File: config.mk
export PLATFORM = sky130hd
export DESIGN_NAME = load_store_unit
export DESIGN_NICKNAME = d
export VERILOG_FILES = /design/src/rtl/lsu_pkg.sv /design/src/rtl/lsu_load_align.sv /design/src/rtl/load_store_unit.sv
export SDC_FILE = /design/constraint.sdc
export NUM_CORES = 1
export LEC_CHECK = 0
export CORE_MARGIN = 5
export CORE_UTILIZATION = 45
export CTS_BUF_LIST = sky130_fd_sc_hd__clkbuf_4 sky130_fd_sc_hd__clkbuf_8
export DETAILED_ROUTE_END_ITERATION = 8
export PLACE_DENSITY = 0.8
export RECOVER_POWER = 100
export SKIP_LAST_GASP = 1
export SLEW_MARGIN = 20
export SYNTH_ARGS = -nofsm -noshare
export SYNTH_HDL_FRONTEND = slang
export SYNTH_SLANG_ARGS = --single-unit
File: constraint.sdc
create_clock -name clk -period 2.1 [get_ports clk]
set_input_delay 0.42 -clock clk [delete_from_list [all_inputs] [get_ports clk]]
set_output_delay 0.42 -clock clk [all_outputs]
set_load 0.03 [all_outputs]
File: src/rtl/lsu_pkg.sv
// Shared types and constants for the load/store unit: funct3 codes, FSM states,
// byte-enable patterns and the request fields latched at accept.
package lsu_pkg;

  localparam int unsigned WORD_W   = 32;
  localparam int unsigned FUNCT3_W = 3;
  localparam int unsigned BE_BITS  = 4;
  localparam int unsigned RD_W     = 5;

  localparam logic [FUNCT3_W-1:0] F3_B  = 3'b000;
  localparam logic [FUNCT3_W-1:0] F3_H  = 3'b001;
  localparam logic [FUNCT3_W-1:0] F3_W  = 3'b010;
  localparam logic [FUNCT3_W-1:0] F3_BU = 3'b100;
  localparam logic [FUNCT3_W-1:0] F3_HU = 3'b101;

  localparam logic [BE_BITS-1:0] BE_BYTE = 4'b0001;
  localparam logic [BE_BITS-1:0] BE_HALF = 4'b0011;
  localparam logic [BE_BITS-1:0] BE_WORD = 4'b1111;

  typedef enum logic [2:0] {
    IDLE = 3'd0,
    REQ  = 3'd1,
    WAIT = 3'd2,
    DONE = 3'd3,
    ERR  = 3'd4
  } lsu_state_t;

  typedef struct packed {
    logic                is_store;
    logic [FUNCT3_W-1:0] funct3;
    logic [1:0]          addr_lo;
    logic [RD_W-1:0]     rd;
  } lsu_req_t;

  // Stores have no unsigned variants, so every 1xx store encoding is illegal.
  function automatic logic f3_illegal(input logic is_store, input logic [FUNCT3_W-1:0] f3);
    if (is_store) return (f3 == 3'b011) || f3[2];
    return (f3 == 3'b011) || (f3 == 3'b110) || (f3 == 3'b111);
  endfunction

endpackage

File: src/rtl/lsu_load_align.sv
// Load data alignment: picks the byte/half lane addressed by addr_lo and
// sign- or zero-extends it according to funct3.
module lsu_load_align
  import lsu_pkg::*;
(
  input  logic [WORD_W-1:0]   rdata,
  input  logic [1:0]          addr_lo,
  input  logic [FUNCT3_W-1:0] funct3,
  output logic [WORD_W-1:0]   data_c
);

  logic [7:0]  byte_sel;
  logic [15:0] half_sel;

  always_comb begin
    case (addr_lo)
      2'b00:   byte_sel = rdata[7:0];
      2'b01:   byte_sel = rdata[15:8];
      2'b10:   byte_sel = rdata[23:16];
      default: byte_sel = rdata[31:24];
    endcase
    half_sel = addr_lo[1] ? rdata[31:16] : rdata[15:0];

    case (funct3)
      F3_B:    data_c = {{24{byte_sel[7]}}, byte_sel};
      F3_H:    data_c = {{16{half_sel[15]}}, half_sel};
      F3_BU:   data_c = {24'b0, byte_sel};
      F3_HU:   data_c = {16'b0, half_sel};
      default: data_c = rdata;
    endcase
  end

endmodule

File: src/rtl/load_store_unit.sv
// Load/store unit: runs one req/gnt/rvalid data-memory transaction per accepted request.
// Build option LSU_MISALIGN_TRAP_EN: misaligned half/word accesses raise lsu_err instead.
module load_store_unit
  import lsu_pkg::*;
#(
  parameter int unsigned ADDR_W = 32,
  parameter int unsigned DATA_W = 32
) (
  input  logic                clk,
  input  logic                rst_n,
  input  logic                req_valid,
  output logic                req_ready,
  input  logic                req_is_store,
  input  logic [FUNCT3_W-1:0] req_funct3,
  input  logic [ADDR_W-1:0]   req_addr,
  input  logic [DATA_W-1:0]   req_wdata,
  input  logic [RD_W-1:0]     req_rd,
  output logic                mem_req,
  output logic                mem_we,
  output logic [ADDR_W-1:0]   mem_addr,
  output logic [BE_BITS-1:0]  mem_be,
  output logic [DATA_W-1:0]   mem_wdata,
  input  logic                mem_gnt,
  input  logic                mem_rvalid,
  input  logic [DATA_W-1:0]   mem_rdata,
  output logic                wb_valid,
  output logic [RD_W-1:0]     wb_rd,
  output logic [DATA_W-1:0]   wb_data,
  output logic                st_done,
  output logic                lsu_err
);

  lsu_state_t          state, state_next;
  lsu_req_t            req_q;
  logic                accept_c, illegal_c, trap_c;
  logic [BE_BITS-1:0]  be_c;
  logic [DATA_W-1:0]   wdata_c, load_data_c;

  logic                req_ready_d, mem_req_d, mem_we_d, wb_valid_d, st_done_d, lsu_err_d;
  logic [ADDR_W-1:0]   mem_addr_d;
  logic [BE_BITS-1:0]  mem_be_d;
  logic [DATA_W-1:0]   mem_wdata_d, wb_data_d;
  logic [RD_W-1:0]     wb_rd_d;

  assign accept_c  = req_valid && req_ready;
  assign illegal_c = f3_illegal(req_is_store, req_funct3);

`ifdef LSU_MISALIGN_TRAP_EN
  assign trap_c = ((req_funct3[1:0] == 2'b01) && req_addr[0]) ||
                  ((req_funct3[1:0] == 2'b10) && (req_addr[1:0] != 2'b00));
`else
  assign trap_c = 1'b0;
`endif

  // Byte enables and lane-replicated store data from the incoming request.
  always_comb begin
    be_c    = BE_WORD;
    wdata_c = req_wdata;
    case (req_funct3[1:0])
      2'b00: begin
        be_c    = BE_BYTE << req_addr[1:0];
        wdata_c = {4{req_wdata[7:0]}};
      end
      2'b01: begin
        be_c    = BE_HALF << {req_addr[1], 1'b0};
        wdata_c = {2{req_wdata[15:0]}};
      end
      default: ;
    endcase
  end

  lsu_load_align u_load_align (
    .rdata  (mem_rdata),
    .addr_lo(req_q.addr_lo),
    .funct3 (req_q.funct3),
    .data_c (load_data_c)
  );

  always_ff @(posedge clk) begin
    if (!rst_n) state <= IDLE;
    else        state <= state_next;
  end

  always_comb begin
    state_next = state;
    case (state)
      IDLE:    if (accept_c) state_next = (illegal_c || trap_c) ? ERR : REQ;
      REQ:     if (mem_gnt) state_next = req_q.is_store ? DONE : WAIT;
      WAIT:    if (mem_rvalid) state_next = DONE;
      DONE:    state_next = IDLE;
      ERR:     state_next = IDLE;
      default: state_next = IDLE;
    endcase
  end

  // Next values of the registered outputs, derived from the state being entered.
  always_comb begin
    req_ready_d = (state_next == IDLE);
    mem_req_d   = (state_next == REQ);
    mem_we_d    = 1'b0;
    mem_addr_d  = '0;
    mem_be_d    = '0;
    mem_wdata_d = '0;
    wb_valid_d  = (state_next == DONE) && !req_q.is_store;
    st_done_d   = (state_next == DONE) && req_q.is_store;
    lsu_err_d   = (state_next == ERR);
    wb_rd_d     = wb_rd;
    wb_data_d   = wb_data;
    if (state_next == REQ) begin
      if (state == IDLE) begin
        mem_we_d    = req_is_store;
        mem_addr_d  = {req_addr[ADDR_W-1:2], 2'b00};
        mem_be_d    = be_c;
        mem_wdata_d = wdata_c;
      end else begin
        mem_we_d    = mem_we;
        mem_addr_d  = mem_addr;
        mem_be_d    = mem_be;
        mem_wdata_d = mem_wdata;
      end
    end
    if ((state == WAIT) && mem_rvalid) begin
      wb_rd_d   = req_q.rd;
      wb_data_d = load_data_c;
    end
  end

  always_ff @(posedge clk) begin
    if (!rst_n) begin
      req_q     <= '0;
      req_ready <= 1'b1;
      mem_req   <= 1'b0;
      mem_we    <= 1'b0;
      mem_addr  <= '0;
      mem_be    <= '0;
      mem_wdata <= '0;
      wb_valid  <= 1'b0;
      wb_rd     <= '0;
      wb_data   <= '0;
      st_done   <= 1'b0;
      lsu_err   <= 1'b0;
    end else begin
      if (accept_c) begin
        req_q.is_store <= req_is_store;
        req_q.funct3   <= req_funct3;
        req_q.addr_lo  <= req_addr[1:0];
        req_q.rd       <= req_rd;
      end
      req_ready <= req_ready_d;
      mem_req   <= mem_req_d;
      mem_we    <= mem_we_d;
      mem_addr  <= mem_addr_d;
      mem_be    <= mem_be_d;
      mem_wdata <= mem_wdata_d;
      wb_valid  <= wb_valid_d;
      wb_rd     <= wb_rd_d;
      wb_data   <= wb_data_d;
      st_done   <= st_done_d;
      lsu_err   <= lsu_err_d;
    end
  end

endmodule

Word-level counts from Yosys, hierarchy flattened
Cells that the tools add are included.
Widths: inputs -> output; s select.
{"block": "classes", "n_reduce_logical": 14, "n_shift": 2, "muxes": 14, "n_eq_ne": 14}
{"op": "$pmux 32 s4", "count": 1}
{"op": "$pmux 32 s2", "count": 1}
{"op": "$pmux 8 s3", "count": 1}
{"op": "$mux 16", "count": 1}
{"op": "$eq 3x3->1 const B", "count": 5}
{"op": "$mux 3", "count": 4}
{"op": "$eq 3x1->1 const B", "count": 3}
{"op": "$eq 3x2->1 const B", "count": 3}
{"op": "$logic_not 3->1", "count": 3}
{"op": "$pmux 3 s3", "count": 1}
{"op": "$pmux 4 s2", "count": 1}
{"op": "$eq 2x1->1 const B", "count": 2}
{"op": "$logic_and 1x1->1", "count": 4}
{"op": "$logic_not 2->1", "count": 2}
{"op": "$mux 1", "count": 4}
{"op": "$shl 1x2->4 const A", "count": 1}
{"op": "$shl 2x2->4 const A", "count": 1}
{"op": "$logic_or 1x1->1", "count": 3}
{"op": "$eq 2x2->1 const B", "count": 1}
{"op": "$reduce_and 2->1", "count": 1}
{"op": "$logic_not 1->1", "count": 1}
{"block": "word_totals", "output_inout_bits": 111, "word_cells": 60, "ff_bits": 123, "inputBits": 110}

Longest topological paths before layout
{"block": "depth", "depth_word": 9, "depth_mapped": 8, "ltp_nobuf": 4}

By module
A second synthesis with hierarchy kept.
{"block": "hier_totals", "cells_unflattened": 681, "area_unflattened_um2": 5625.4}
{"module": "load_store_unit", "area_per_inst_um2": 4902.2, "cells_each": 550, "instances": 1, "seq_area_each_um2": 2462.4}
{"module": "lsu_load_align", "area_per_inst_um2": 723.2, "cells_each": 131, "instances": 1, "seq_area_each_um2": 0.0}

Least setup slack after synthesis
Ideal clock, no wire load.
{"block": "synth_timing", "path_kind": "register to register", "startpoint": "reg state[2]", "endpoint": "reg wb_valid", "t_arrival_ns": 1.576, "setup_slack_ns": 0.437, "t_required_ns": 2.013, "synth_period_minus_slack_ns": 1.663, "path_buffers": 4, "stages_incl_launch_ff": 8, "setup_ns": 0.087, "path_cell_list": "dfxtp_1 > buf_2 > or3_1 > clkbuf_1 > o32a_1 > buf_2 > buf_6 > nor4b_2"}
{"block": "synth_between", "elab_chain_len": 4, "elab_cells_between_ends": 9, "classes_between": "3 x eq/ne; 4 x mux; 2 x reduce/logical"}
{"element": "start: declaration", "line_no": "load_store_unit.sv:33", "rtl": "lsu_state_t state, state_next;"}
{"element": "start signal: assignment", "line_no": "load_store_unit.sv:81", "rtl": "else state <= state_next;"}
{"element": "$eq 3x2->1, or another cell as far along", "line_no": "load_store_unit.sv:86", "rtl": "case (state)"}
{"element": "$pmux 3 s3 *", "line_no": "load_store_unit.sv:86"}
{"element": "$eq 3x2->1 *", "line_no": "load_store_unit.sv:104", "rtl": "wb_valid_d = (state_next == DONE) && !req_q.is_store;"}
{"element": "$logic_and 1x1->1 *", "line_no": "load_store_unit.sv:104"}
{"element": "end signal: assignment", "line_no": "load_store_unit.sv:155", "rtl": "wb_valid <= wb_valid_d;"}
{"element": "end: declaration", "line_no": "load_store_unit.sv:26", "rtl": "output logic wb_valid,"}
Every way passes the cells marked *; elsewhere a longest branch is shown, timed or not.
A chain may end at the register's enable or synchronous reset.

Worst setup path after layout
{"block": "layout_timing", "startpoint": "reg mem_be[3]", "endpoint": "out mem_be[3]"}
{"element": "start: declaration", "line_no": "load_store_unit.sv:21", "rtl": "output logic [BE_BITS-1:0] mem_be,"}
{"element": "start signal: assignment", "line_no": "load_store_unit.sv:153", "rtl": "mem_be <= mem_be_d;"}
No word-level cell between the ends.

==> impl_metrics.json <==
{
  "cts_tree": "done",
  "avgSynthCellArea_um2": 8.708,
  "arrival_ns": 1.57,
  "slowest_delay_ns": 0.80,
  "fp.dieW_um": 120.0,
  "cap_violations": 0,
  "drive_above_1_share_pct": 10.17,
  "hold_viol": 0,
  "fin_nets": 943,
  "grt_pass1_wl_um": 28680,
  "grt_overflow": 0,
  "multi_input_area_um2": 2676,
  "ys_top_cells_by_count": "123 x dfxtp_1, 87 x nand2_1, 74 x nor3_1",
  "path_max_fanout": 2,
  "dpl_cell_area_um2": 7896,
  "post_drt_via_cell_ratio": 5.538,
  "grt_antenna_before_repair": 0,
  "dieArea_um2": 14390,
  "groute.usage.overall_pct": 24.84,
  "yosysTopAreaCellShare_pct": 45.24,
  "hp-class": "flop to flop",
  "drt_iter0_drc": 446,
  "dpl.hpwl_um": 13160,
  "layout_min_cycle_time_ns": 1.989,
  "start_util_pct": 45.69,
  "cts.clk_slew.worst_paths_ns": 0.07,
  "ff_latch_area_um2": 2462,
  "n_antenna_cell": 0,
  "synth.largest_area_cell": "dfxtp_1",
  "setup.worst_path.start_class": "flop",
  "final.period_utilization_pct": 94.69,
  "ys_types": 40,
  "cts-hold-fix-buffers": 0,
  "wl_per_cell_um": 17.96,
  "relSlewSlack_pct": 55.26,
  "synthArstFlopShare_pct": 0,
  "cp_top_family": "buffers and inverters",
  "dr.pass1.iters": 5,
  "crit_start": "mem_be[3]",
  "io_pins": 221,
  "cts_resized": 0,
  "worst-path-buf-inv": 1,
  "ys_warn_count": 0,
  "wirelength_um": 17830,
  "reg2reg_from": "state[1]",
  "p_leak_nw": 3.469,
  "fin_skew_ns": 0.006032,
  "ys_seq_area_share_pct": 45.24,
  "worst_pin_slew_ns": 0.6707,
  "syn_inst": 625,
  "cts_root_buf": "clkbuf_8",
  "fp.coreArea_um2": 11910,
  "io_buffers": 218,
  "post-cts-setup-buffers": 0,
  "ys_seq_elements": 123,
  "slowest_stage": "dlygate4sd3_1",
  "cts_buffer_depth": 2,
  "netlist_area_um2": 5443,
  "fin_area_um2": 8242,
  "total_power_w": 0.006262,
  "worstSetupPathType": "flop to output pin",
  "row_count": 40,
  "setup_violations": 0,
  "ant_nets": 0,
  "fillers": 978,
  "grt_max_degree": 57,
  "cts_htree_levels": 4,
  "cts_made_buffers": 17,
  "area_growth_pct": 51.43,
  "dr_total_vias": 5499,
  "worst-endpoint-required_ns": 1.68,
  "rsz0062_at_grt": "false",
  "synth.most_common_cell": "dfxtp_1",
  "die_y_um": 120.0,
  "pwr_density_cell_nw_per_um2": 759.9,
  "drc_errors": 0,
  "drv_slew": 0,
  "vdd_drop_max_mv": 0.5370,
  "synth_edf_count": 0,
  "grt_pass1_vias": 5643,
  "clk_latency_ns": 0.43,
  "endpoint_kind": "output pin",
  "gp_congestion": 0.8766,
  "rrSetupSlack_ns": 0.22,
  "worstHoldStart": "wb_rd[3]",
  "path_cells": "dlygate4sd3_1",
  "fmax_ghz": 0.5029,
  "synthTopCellsByArea": "dfxtp_1 45%, mux2i_1 12%, nor3_1 6.8%",
  "status": "complete, no violations",
  "cts_sinks": 123,
  "synth_flop_cell": "dfxtp_1"
}
[registers in the layout (all words and copies together) (netlist names), 3 cells and up]
name	flops
mem_be	4
req_q	11
state	3
mem_addr	30
mem_wdata	32
wb_data	32
wb_rd	5
[layer usage]
layer  vias up  part of all wire (%)  global-route usage, %
li1       2626                     -                      -
met1      2562                    39                  28.39
met2       238                    49                  40.71
met3        73                   7.1                  8.106
met4         0                   5.2                  14.10
met5         -                     0                      0
[cells in the final DEF, fill, tap and decap left out, types with 3 or more instances in the layout]
| master | synthesis | routed |
|---|---|---|
| a21boi_0 | 16 | 16 |
| a21oi_1 | 35 | 35 |
| a221oi_1 | 8 | 8 |
| a31o_2 | 15 | 15 |
| a31oi_1 | 2 | 3 |
| buf_12 | 0 | 7 |
| buf_4 | 2 | 15 |
| bufinv_16 | 0 | 3 |
| clkbuf_1 | 35 | 3 |
| clkbuf_2 | 0 | 3 |
| clkbuf_4 | 0 | 5 |
| clkbuf_8 | 0 | 18 |
| clkdlybuf4s50_1 | 0 | 108 |
| clkinv_2 | 0 | 6 |
| dfxtp_1 | 123 | 123 |
| dlygate4sd3_1 | 0 | 110 |
| inv_1 | 11 | 11 |
| mux2_2 | 7 | 7 |
| mux2i_1 | 64 | 64 |
| nand2_1 | 87 | 87 |
| nand2b_1 | 5 | 4 |
| nand3b_1 | 9 | 9 |
| nor2_1 | 25 | 25 |
| nor2b_1 | 4 | 4 |
| nor3_1 | 74 | 74 |
| o211ai_1 | 7 | 7 |
| o21ai_0 | 47 | 47 |
| o22ai_1 | 5 | 5 |
[final timing paths]
kind,endpoint,cells past startpoint
worst max register to register,mem_wdata[25],4
worst min-delay path,wb_rd[3],2
worst max-delay path,mem_be[3],1
worst min register to register,wb_rd[3],2
[layout make-up]
class	instances	share of cell area, %
clock buffer	23	3.461
clock inverter	9	1.457
inverter	11	0.5010
multi-input combinational	433	32.47
sequential	123	29.88
tap	147	2.232
timing repair buffer	247	30.00
[stage by stage]
step	worst slack [ns]	hold slack, ns	instances	utilization (%)	TNS [ns]
floorplan	0.4369	0.4412	626	-	0
global placement	0.05957	0.4547	961	66.29	0
detailed placement	-0.02814	0.4591	961	66.29	-0.07882
CTS	0.1429	0.4682	993	69.70	0
global route	0.05003	0.4962	993	69.19	0
finish	0.1114	0.4611	993	69.19	0
[power breakdown]
part           total, W  switching, W  internal (W)
sequential      0.00253     0.0000698       0.00246
combinational   0.00158      0.000869      0.000715
clock           0.00215      0.000891       0.00126
total           0.00626       0.00183       0.00443
[kinds of logic (layout without fill, tap and decap cells)]
logic type | Yosys count | after routing | synth area share [%]
simple gates | 217 | 217 | 18.78
compound gates | 141 | 141 | 16.32
flops | 123 | 123 | 45.24
mux | 73 | 73 | 14.05
buf+inv | 70 | 290 | 5.540
other cells | 1 | 2 | 0.06890
Power figures use the tool's default switching activity.
